## config.mk

```make
export PLATFORM = sky130hd
export DESIGN_NAME = sym_cn_lut_loader
export DESIGN_NICKNAME = d
export VERILOG_FILES = /design/src/rtl/sym_cn_lut_pkg.sv /design/src/rtl/sym_cn_lut_xor_acc.sv /design/src/rtl/sym_cn_lut_loader.sv
export SDC_FILE = /design/constraint.sdc
export NUM_CORES = 1
export LEC_CHECK = 0
export ABC_AREA = 1
export BUFFER_PORTS_ARGS = -buffer_cell sky130_fd_sc_hd__buf_2
export CORE_MARGIN = 2
export CORE_UTILIZATION = 54
export DETAILED_ROUTE_END_ITERATION = 12
export PLACE_DENSITY_LB_ADDON = 0.3
export SLEW_MARGIN = 20
export SYNTH_ARGS = -nofsm -noshare
export SYNTH_HDL_FRONTEND = slang
export SYNTH_SLANG_ARGS = --single-unit
export TNS_END_PERCENT = 50
```

## constraint.sdc

```tcl
create_clock -name write_clk -period 3.7 [get_ports write_clk]
set_clock_uncertainty 0.2 [all_clocks]
set_input_delay 0.185 -clock write_clk [delete_from_list [all_inputs] [get_ports write_clk]]
set_output_delay 0.185 -clock write_clk [all_outputs]
set_load 0.05 [all_outputs]
```

## src/rtl/sym_cn_lut_pkg.sv

```systemverilog
// Shared definitions for the symbol CN LUT loader: FSM state encoding and
// the derivation of the page address width from the LUT geometry.
package sym_cn_lut_pkg;

  typedef enum logic [2:0] {
    ST_IDLE   = 3'd0,
    ST_GET_B0 = 3'd1,
    ST_GET_B1 = 3'd2,
    ST_WRITE  = 3'd3,
    ST_DONE   = 3'd4
  } state_t;

  // Page address width: each page holds one entry per frame set, so the
  // frame-set index bits are removed from the entry address.
  function automatic int page_width(input int entryAddr, input int frameNum);
    return entryAddr - $clog2(frameNum);
  endfunction

endpackage

```

## src/rtl/sym_cn_lut_xor_acc.sv

```systemverilog
// Running XOR of every accepted LUT entry, used to verify a table load
// against an expected checksum. Only instantiated when
// SYM_CN_LOADER_CHECKSUM_EN is defined.
module sym_cn_lut_xor_acc #(
  parameter int WIDTH = 2
) (
  input  logic             i_clk,
  input  logic             i_rstn,
  input  logic             i_clear,
  input  logic             i_en,
  input  logic [WIDTH-1:0] i_data,
  output logic [WIDTH-1:0] o_acc
);

  logic [WIDTH-1:0] r_acc;

  // Clear at the start of a load, then fold in each accepted entry.
  always_ff @(posedge i_clk or negedge i_rstn) begin
    if (!i_rstn) begin
      r_acc <= '0;
    end else if (i_clear) begin
      r_acc <= '0;
    end else if (i_en) begin
      r_acc <= r_acc ^ i_data;
    end
  end

  assign o_acc = r_acc;

endmodule

```

## src/rtl/sym_cn_lut_loader.sv

```systemverilog
// Symbol CN LUT loader: collects a stream of LUT entries in pairs (bank0,
// bank1) and writes each pair to one LUT page, walking all 2^PW pages once
// per load. Optional feature macro: SYM_CN_LOADER_CHECKSUM_EN adds an
// expected-checksum input and a load error flag.
module sym_cn_lut_loader
  import sym_cn_lut_pkg::*;
#(
  parameter  int LUT_PORT_SIZE   = 2,
  parameter  int ENTRY_ADDR      = 4,
  parameter  int MULTI_FRAME_NUM = 2,
  localparam int PW              = page_width(ENTRY_ADDR, MULTI_FRAME_NUM)
) (
  input  logic                     write_clk,
  input  logic                     rstn,
  input  logic                     load_start,
  input  logic                     load_offset,
  input  logic [LUT_PORT_SIZE-1:0] entry_in,
  input  logic                     entry_valid,
  output logic                     entry_ready,
  output logic [LUT_PORT_SIZE-1:0] lut_in_bank0,
  output logic [LUT_PORT_SIZE-1:0] lut_in_bank1,
  output logic [PW-1:0]            page_write_addr,
  output logic                     write_addr_offset,
  output logic                     we,
  output logic                     busy,
`ifdef SYM_CN_LOADER_CHECKSUM_EN
  input  logic [LUT_PORT_SIZE-1:0] exp_checksum,
  output logic                     load_err,
`endif
  output logic                     load_done
);

  state_t                   r_state;
  state_t                   w_nextState;
  logic [PW-1:0]            r_pageCnt;
  logic                     r_offset;
  logic [LUT_PORT_SIZE-1:0] r_bank0Hold;
  logic [LUT_PORT_SIZE-1:0] r_lutB0;
  logic [LUT_PORT_SIZE-1:0] r_lutB1;
  logic [PW-1:0]            r_pageAddr;
  logic                     r_offsetOut;
  logic                     w_accept;
  logic                     w_lastPage;
  logic                     w_startLoad;

  assign w_accept    = entry_valid & entry_ready;
  assign w_lastPage  = (r_pageCnt == '1);
  assign w_startLoad = (r_state == ST_IDLE) & load_start;

  // State register; reset abandons any load in progress.
  always_ff @(posedge write_clk or negedge rstn) begin
    if (!rstn) begin
      r_state <= ST_IDLE;
    end else begin
      r_state <= w_nextState;
    end
  end

  // Next-state and control outputs decoded from the current state.
  always_comb begin
    w_nextState = r_state;
    entry_ready = 1'b0;
    we          = 1'b0;
    busy        = 1'b1;
    load_done   = 1'b0;
    unique case (r_state)
      ST_IDLE: begin
        busy = 1'b0;
        if (load_start) w_nextState = ST_GET_B0;
      end
      ST_GET_B0: begin
        entry_ready = 1'b1;
        if (entry_valid) w_nextState = ST_GET_B1;
      end
      ST_GET_B1: begin
        entry_ready = 1'b1;
        if (entry_valid) w_nextState = ST_WRITE;
      end
      ST_WRITE: begin
        we          = 1'b1;
        w_nextState = w_lastPage ? ST_DONE : ST_GET_B0;
      end
      ST_DONE: begin
        load_done   = 1'b1;
        w_nextState = ST_IDLE;
      end
      default: begin
        busy        = 1'b0;
        w_nextState = ST_IDLE;
      end
    endcase
  end

  // Datapath: the offset is captured only when a load starts, bank0 is
  // parked until its partner arrives, and the write-side outputs all change
  // together on entry to WRITE so they stay stable whenever we is low.
  always_ff @(posedge write_clk or negedge rstn) begin
    if (!rstn) begin
      r_pageCnt   <= '0;
      r_offset    <= 1'b0;
      r_bank0Hold <= '0;
      r_lutB0     <= '0;
      r_lutB1     <= '0;
      r_pageAddr  <= '0;
      r_offsetOut <= 1'b0;
    end else begin
      if (w_startLoad) begin
        r_offset  <= load_offset;
        r_pageCnt <= '0;
      end
      if (w_accept && (r_state == ST_GET_B0)) begin
        r_bank0Hold <= entry_in;
      end
      if (w_accept && (r_state == ST_GET_B1)) begin
        r_lutB0     <= r_bank0Hold;
        r_lutB1     <= entry_in;
        r_pageAddr  <= r_pageCnt;
        r_offsetOut <= r_offset;
      end
      if (r_state == ST_WRITE) begin
        r_pageCnt <= r_pageCnt + PW'(1);
      end
    end
  end

  assign lut_in_bank0      = r_lutB0;
  assign lut_in_bank1      = r_lutB1;
  assign page_write_addr   = r_pageAddr;
  assign write_addr_offset = r_offsetOut;

`ifdef SYM_CN_LOADER_CHECKSUM_EN
  logic [LUT_PORT_SIZE-1:0] r_expSum;
  logic                     r_loadErr;
  logic [LUT_PORT_SIZE-1:0] w_acc;

  sym_cn_lut_xor_acc #(
    .WIDTH (LUT_PORT_SIZE)
  ) u_xor_acc (
    .i_clk   (write_clk),
    .i_rstn  (rstn),
    .i_clear (w_startLoad),
    .i_en    (w_accept),
    .i_data  (entry_in),
    .o_acc   (w_acc)
  );

  // Error flag is cleared by a new load and resolved as the last page is
  // written, so it is valid while load_done pulses and held afterwards.
  always_ff @(posedge write_clk or negedge rstn) begin
    if (!rstn) begin
      r_expSum  <= '0;
      r_loadErr <= 1'b0;
    end else if (w_startLoad) begin
      r_expSum  <= exp_checksum;
      r_loadErr <= 1'b0;
    end else if ((r_state == ST_WRITE) && w_lastPage) begin
      r_loadErr <= (w_acc != r_expSum);
    end
  end

  assign load_err = r_loadErr;
`endif

endmodule
```

-- Word-level counts from Yosys, hierarchy flattened
Index checks and enable logic that the tools add are counted.
- bits of input ports: 7
- logic and storage cells: 37
- bits in registers: 17
- eq/ne operators: 8
- muxes and demuxes: 11
- reduce and logical (&&, ||, !) cells: 7
- $add $sub $neg: 1
- bitwise gates (word level): 2
- operators by type and width (cell ; number):
    $mux 3 ; 6
    $pmux 3 s4 ; 1
    $eq 3x2->1 const B ; 2
    $eq 3x3->1 const B ; 2
    $ne 2x2->1 const B ; 3
    $mux 1 ; 4
    $reduce_or 4->1 ; 1
    $add 3x1->3 const B ; 1
    $eq 3x1->1 const B ; 1
    $logic_not 3->1 ; 1
    $reduce_and 3->1 ; 1
    $and 1x1->1 ; 2
    $logic_and 1x1->1 ; 2
    $reduce_bool 2->1 ; 1
    $reduce_or 2->1 ; 1

-- Depth between registers and ports, before layout
Gate-level depths: netlist of the first run.
- depth after elaboration: 5
- mapped depth: 7

-- Worst setup path before layout of the first run
Ideal clock, no wire load.
- path type: flip-flop to output port
- start: reg r_state[1]
- end: out busy
- slack: 2.186 ns
- arrival time: 1.129 ns
- buffers on the path: 0
- required time: 3.315 ns
- stages on the path, launching flop included: 4
- cells stage by stage: dfrtp_1 inv_1 nand3_1 nand4_1
- longest elaborated chain between the ends: 3
- ends and longest elaborated chain (what ; RTL line ; source):
    start: declaration ; sym_cn_lut_loader.sv:33 ; state_t r_state;
    start signal: assignment ; sym_cn_lut_loader.sv:55 ; r_state <= w_nextState;
    $eq 3x1->1 (tied with other cells) ; sym_cn_lut_loader.sv:66 ; unique case (r_state)
    $reduce_or 4->1 (no line) * ; - ;
    $mux 1 * ; sym_cn_lut_loader.sv:66 ;
    end: declaration ; sym_cn_lut_loader.sv:25 ; output logic busy,
Mark *: on every way between the ends. The rest lies on a longest branch, timed or not.

-- Final worst setup path of the first run
- start: reg r_state[0]
- end: out busy
The elaborated chain is that of the path after synthesis.

==> impl_metrics.csv, run 1 <==
group,metric,value,unit
timing,tns,0,ns
detailed_routing,wl_met2,761,um
critical_path,critPathArrivalTime,1.43,ns
logic_synthesis,syn_avg_cell_area,9.28,sq um
clock_network,clock-sinks,17,
logic_synthesis,synth_top_area_share,52.1,%
logic_synthesis,syn-num-nets,97,
detailed_routing,wire_per_inst,11.9,um
floorplan,chipHeight,42.9,um
timing,slew_headroom,73.4,%
floorplan,die-area,1840,sq um
floorplan,ios,19,
detailed_routing,via_per_inst,5.15,
detailed_routing,dr.pass1.iters,4,
global_routing,antenna_found_initial,0,
detailed_routing,vias,669,
floorplan,core-area,1450,sq um
logic_synthesis,synth.largest_area_cell,"dfrtp_1",
logic_synthesis,ys_warn_count,0,
critical_path,cp-start-kind,"flop",
clock_network,cts_max_level,1,
cells_and_area,num-nets-final,124,
global_routing,grt_use_total,19.5,%
critical_path,setup.worst_path.class,"flop to primary output",
global_routing,grt_pass1_vias,659,
detailed_routing,wl_met3,84,um
clock_network,postCtsSetupBuffers,0,
timing,worstMarginPinSlew,0.398,ns
floorplan,rows,14,
power,power.total,0.000932,W
critical_path,worstPathRequired,3.31,ns
critical_path,crit_chain,"inv_1 -> nand3_1 -> nand4_1 -> buf_2",
timing,timing.fmax,552,MHz
cells_and_area,regArea,425,sq um
timing,slew_viol_final,0,
floorplan,die_w,42.9,um
cells_and_area,area_growth,21.6,%
detailed_routing,drc,0,
critical_path,r2r_slack,1.91,ns
clock_network,clkLatencyLatePin,0.28,ns
timing,finalHoldViolCount,0,
critical_path,critical_path.endpoint_type,"primary output",
logic_synthesis,synth_seq_cells,17,
critical_path,critical_path_peak_fanout,4,
clock_network,cts-root-buf,"clkbuf_4",
timing,whs,0.0318,ns
clock_network,cts_tree,"built",
floorplan,initial_utilization,56.2,%
critical_path,crit_slowest_cell,"dfrtp_1",
cells_and_area,drive_gt1_share,35.1,%
power,power.density,939,nW/um^2
logic_synthesis,synth.cell_area,817,sq um
cells_and_area,final_util,68.3,%
global_routing,grt_max_degree,18,
placement,portBuffers,18,
run,maxCapViolations,0,
logic_synthesis,synth_area_leaders,"dfrtp_1 (52%), nand2_1 (9.6%), o21ai_2 (8.6%), inv_1 (6.9%), nand3_1 (4.9%)",
cells_and_area,diodes,0,
power,vdd_drop_max,0.510,mV
detailed_routing,drt-initial-drc-count,12,
global_routing,gr-total-overflow,0,
timing,period_minus_slack,1.81,ns
logic_synthesis,yosysSeqAreaShare,52.1,%
clock_network,cts_buffers,3,
detailed_routing,top_layer_used,"met4",
placement,place_hpwl,1150,um
cells_and_area,n_fill_cell,127,
power,p_leak,0.552,nW
critical_path,cpPeakStageDelay,0.43,ns
clock_network,cts-resized-gates,0,
outcome,status,"finished clean",
clock_network,cts.path.max_buffers,2,
timing,period_share,48.9,%
detailed_routing,ant_nets,0,
logic_synthesis,synth_cells,88,
timing,final-setup-viol-count,0,
detailed_routing,wirelength,1550,um
timing,rsz0062_at_grt,"false",
clock_network,cts-hold-fix-buffers,5,
global_routing,grt_pass1_wl,2610,um
clock_network,clk_pin_slew,0.10,ns
hold_path,hold_class,"primary input to flop",
placement,gp_congestion,0.833,
logic_synthesis,yosysUniqueCellTypes,16,
cells_and_area,multi_input_area,317,sq um
detailed_routing,wl_met1,677,um
## placed cells by master (no fill, tap or decap), drive strengths merged
cell / synthesis / layout
inv: 17 / 17
ha: 2 / 2
clkinv: 0 / 1
clkbuf: 0 / 3
nand4: 2 / 2
dfrtp: 17 / 17
o21ai: 12 / 12
nor2: 2 / 2
dlygate4sd3: 0 / 5
nand3: 10 / 10
nand2: 25 / 25
buf: 1 / 18
## worst paths after layout
check / end / cells after the start / start
max: busy / 4 / r_state[0]
min: r_bank0Hold[0] / 3 / entry_valid
max reg2reg: r_offset / 6 / r_state[0]
min reg2reg: page_write_addr[0] / 2 / page_write_addr[0]
max in group asynchronous: r_offset / 2 / rstn
min in group asynchronous: write_addr_offset / 2 / rstn
## report_power, final
group | internal (W) | leakage, nW | total (W) | switching [W]
Clock | 0.0000401 | 0.0177 | 0.0000966 | 0.0000565
Sequential | 0.000263 | 0.219 | 0.000320 | 0.0000577
Combinational | 0.000135 | 0.316 | 0.000516 | 0.000381
Total | 0.000437 | 0.552 | 0.000932 | 0.000495
## final cells by class
type	instances	area share [%]
flip-flops and latches	17	42.8
multi-input cells	53	31.9
repair buffers	23	14.1
inverters	17	6.42
clock buffers	3	2.27
well taps	16	2.02
clock inverters	1	0.504
## critical path, delay by kind of cell, from the launching register on
kind / cells / cell delay (ns)
buffers and inverters: 2 / 0.43
DFF: 1 / 0.43
and+or+nand+nor: 2 / 0.28
## flip-flops by register name (all words and copies together), names as in the netlist
signal             count
page_write_addr        3
write_addr_offset      1
lut_in_bank1           2
r_bank0Hold            2
r_offset               1
lut_in_bank0           2
r_state                3
r_pageCnt              3
## routing by layer
metal	track usage (%)	up-vias
met2	30.3	25
met5	0	-
li1	-	327
met4	13.8	0
met1	24.6	313
met3	2.98	4
## synthesized netlist by cell type (all sizes together)
library cell,n
buf,1
dfrtp,17
ha,2
inv,17
nand2,25
nand3,10
nand4,2
nor2,2
o21ai,12
## metrics by stage
stage               cell area (sq um)  worst slack [ns]  std cells
CTS                               993              1.89        130
detailed placement                916              2.23        121
floorplan                         817              2.19         88
global route                      993              1.81        130
finish                            993              1.89        130
global placement                  916              2.26        121
## kinds of logic (layout without fill, tap and decap cells)
group	Yosys count	in the layout	synth area share, %
adders and majority gates	2	2	3.06
AOI/OAI and AO/OA	12	12	11.0
buffers and inverters	18	44	9.19
and+or+nand+nor	39	39	24.7
DFF	17	17	52.1
Note: power is estimated with default switching activity, not from simulation.
==> run 2, diff against run 1 <==
- CORE_UTILIZATION: 54 -> 51
- clock period: 3.7 -> 1.8 ns (I/O delays scaled with it)
==> run 2 against run 1 <==
  * Sequential power up 110%
  * Design area is 1.0% higher
  * Clock power grew 110%
  * Routed wire length shrank 3.8%
  * Global-route usage is 2.8 points lower
  * Sequential share of layout area is 0.43 points lower
  * Sequential cell count unchanged
  * Setup slack lost 1.8 ns
  * Non-clock buffer count grew 1
  * Total power is 100% higher
  * Worst hold slack improved by 0.0025 ns
  * Die area up 5.3%
  * Critical endpoint is now we
  * Largest cell class unchanged
==> impl_metrics.csv, run 2 (synthesis results as in run 1) <==
group,metric,value,unit
clock_network,cts_buffers,3,
placement,gp_congestion,0.779,
timing,final-setup-viol-count,0,
critical_path,critical_path_peak_fanout,7,
global_routing,gr-total-overflow,0,
detailed_routing,via_per_inst,4.79,
power,p_leak,0.559,nW
detailed_routing,dr.pass1.iters,4,
critical_path,cpPeakStageDelay,0.54,ns
clock_network,cts-root-buf,"clkbuf_4",
cells_and_area,final_common_cell,"nand2_1",
timing,slew_headroom,74.6,%
detailed_routing,drt-initial-drc-count,27,
global_routing,grt_pass1_wl,2350,um
critical_path,crit_family,"flip-flops",
cells_and_area,diodes,0,
critical_path,reg2reg_depth,7,
clock_network,cts_tree,"built",
floorplan,die-area,1940,sq um
hold_path,hold_class,"primary input to async pin",
timing,timing.fmax,582,MHz
critical_path,crit_chain,"nand3_2 -> inv_1 -> buf_2",
placement,place_hpwl,1040,um
placement,portBuffers,18,
power,vdd_drop_max,1.10,mV
global_routing,grt_pass1_vias,571,
cells_and_area,multi_input_area,317,sq um
cells_and_area,n_fill_cell,132,
cells_and_area,num-nets-final,125,
floorplan,chipHeight,44.0,um
outcome,status,"finished clean",
global_routing,grt_max_degree,18,
clock_network,clk_pin_slew,0.11,ns
critical_path,cp_num_cells,3,
cells_and_area,area_growth,22.8,%
timing,slew_viol_final,0,
power,power.density,1900,nW/um^2
global_routing,antenna_found_initial,0,
detailed_routing,ant_nets,0,
timing,tns,0,ns
detailed_routing,vias,628,
timing,period_minus_slack,1.72,ns
floorplan,initial_utilization,54.2,%
global_routing,grt_use_total,16.7,%
cells_and_area,drive_gt1_share,34.8,%
floorplan,die_w,44.0,um
timing,worstMarginPinSlew,0.381,ns
floorplan,rows,14,
timing,period_share,95.5,%
critical_path,crit_slowest_cell,"dfrtp_1",
detailed_routing,wire_per_inst,11.4,um
clock_network,cts.path.max_buffers,2,
timing,fin_ws,0.0807,ns
detailed_routing,wirelength,1490,um
cells_and_area,regArea,425,sq um
detailed_routing,drc,0,
critical_path,cp-start-kind,"flop",
critical_path,setup.worst_path.class,"flop to primary output",
clock_network,clock-sinks,17,
clock_network,clkLatencyLatePin,0.28,ns
critical_path,worstPathRequired,1.51,ns
timing,rsz0062_at_grt,"false",
cells_and_area,final_cell_mix,"nand2_1 (21), buf_2 (18), dfrtp_1 (17), inv_1 (15)",
timing,whs,0.0343,ns
floorplan,core-area,1510,sq um
placement,pre_cts_slack,0.388,ns
timing,finalHoldViolCount,0,
run,maxCapViolations,0,
clock_network,cts_max_level,1,
critical_path,worst-path-buf-inv,2,
critical_path,critical_path.endpoint_type,"primary output",
floorplan,ios,19,
critical_path,critPathArrivalTime,1.43,ns
==> run 2: cell types whose count changed in the layout (fill, tap and decap cells not counted), sizes merged <==
cell,change
dlygate4sd3,+1
==> run 2: path summary, 6_finish.rpt <==
path,startpoint,endpoint,slack [ns]
max,r_state[1],we,0.08
min in group write_clk,lut_in_bank1[0],lut_in_bank1[0],0.29
min,rstn,write_addr_offset,0.03
min reg2reg,lut_in_bank1[0],lut_in_bank1[0],0.29
max reg2reg,r_pageCnt[0],r_state[0],0.39
max in group asynchronous,rstn,r_offset,1.08
==> run 2: cell type report <==
| cell class | count | share of cell area [%] |
|---|---|---|
| tap | 16 | 2.00 |
| clock inverter | 1 | 0.499 |
| multi-input combinational | 53 | 31.5 |
| inverter | 17 | 6.36 |
| sequential | 17 | 42.4 |
| timing repair buffer | 24 | 15.0 |
| clock buffer | 3 | 2.24 |
==> run 2: metrics by stage <==
step	cells	area [sq um]	total power, W	util (%)
global placement	121	916	0.00168	60.8
global route	131	1000	0.00202	66.6
floorplan	88	817	0.00150	-
detailed placement	121	916	0.00171	60.8
finish	131	1000	0.00190	66.6
CTS	131	1000	0.00192	66.6
==> run 2: power breakdown <==
part	leakage, nW	switching [W]	internal (W)
Combinational	0.322	0.000765	0.000275
Sequential	0.219	0.000119	0.000539
Clock	0.0177	0.000124	0.0000826
Total	0.559	0.00101	0.000897
==> run 2: routing by layer <==
metal / GRT usage (%) / wire (um) / vias up
met5: 0 / 0 / -
met4: 7.27 / 13 / 0
met3: 2.45 / 69 / 2
met2: 27.6 / 716 / 15
met1: 21.8 / 688 / 282
li1: - / - / 329
==> run 2: timing repair <==
action | in CTS | in global routing
buffers inserted | 0 | 0
hold endpoints to repair | 27 | 0
hold buffers | 6 | 0
gates resized for setup | 0 | 0
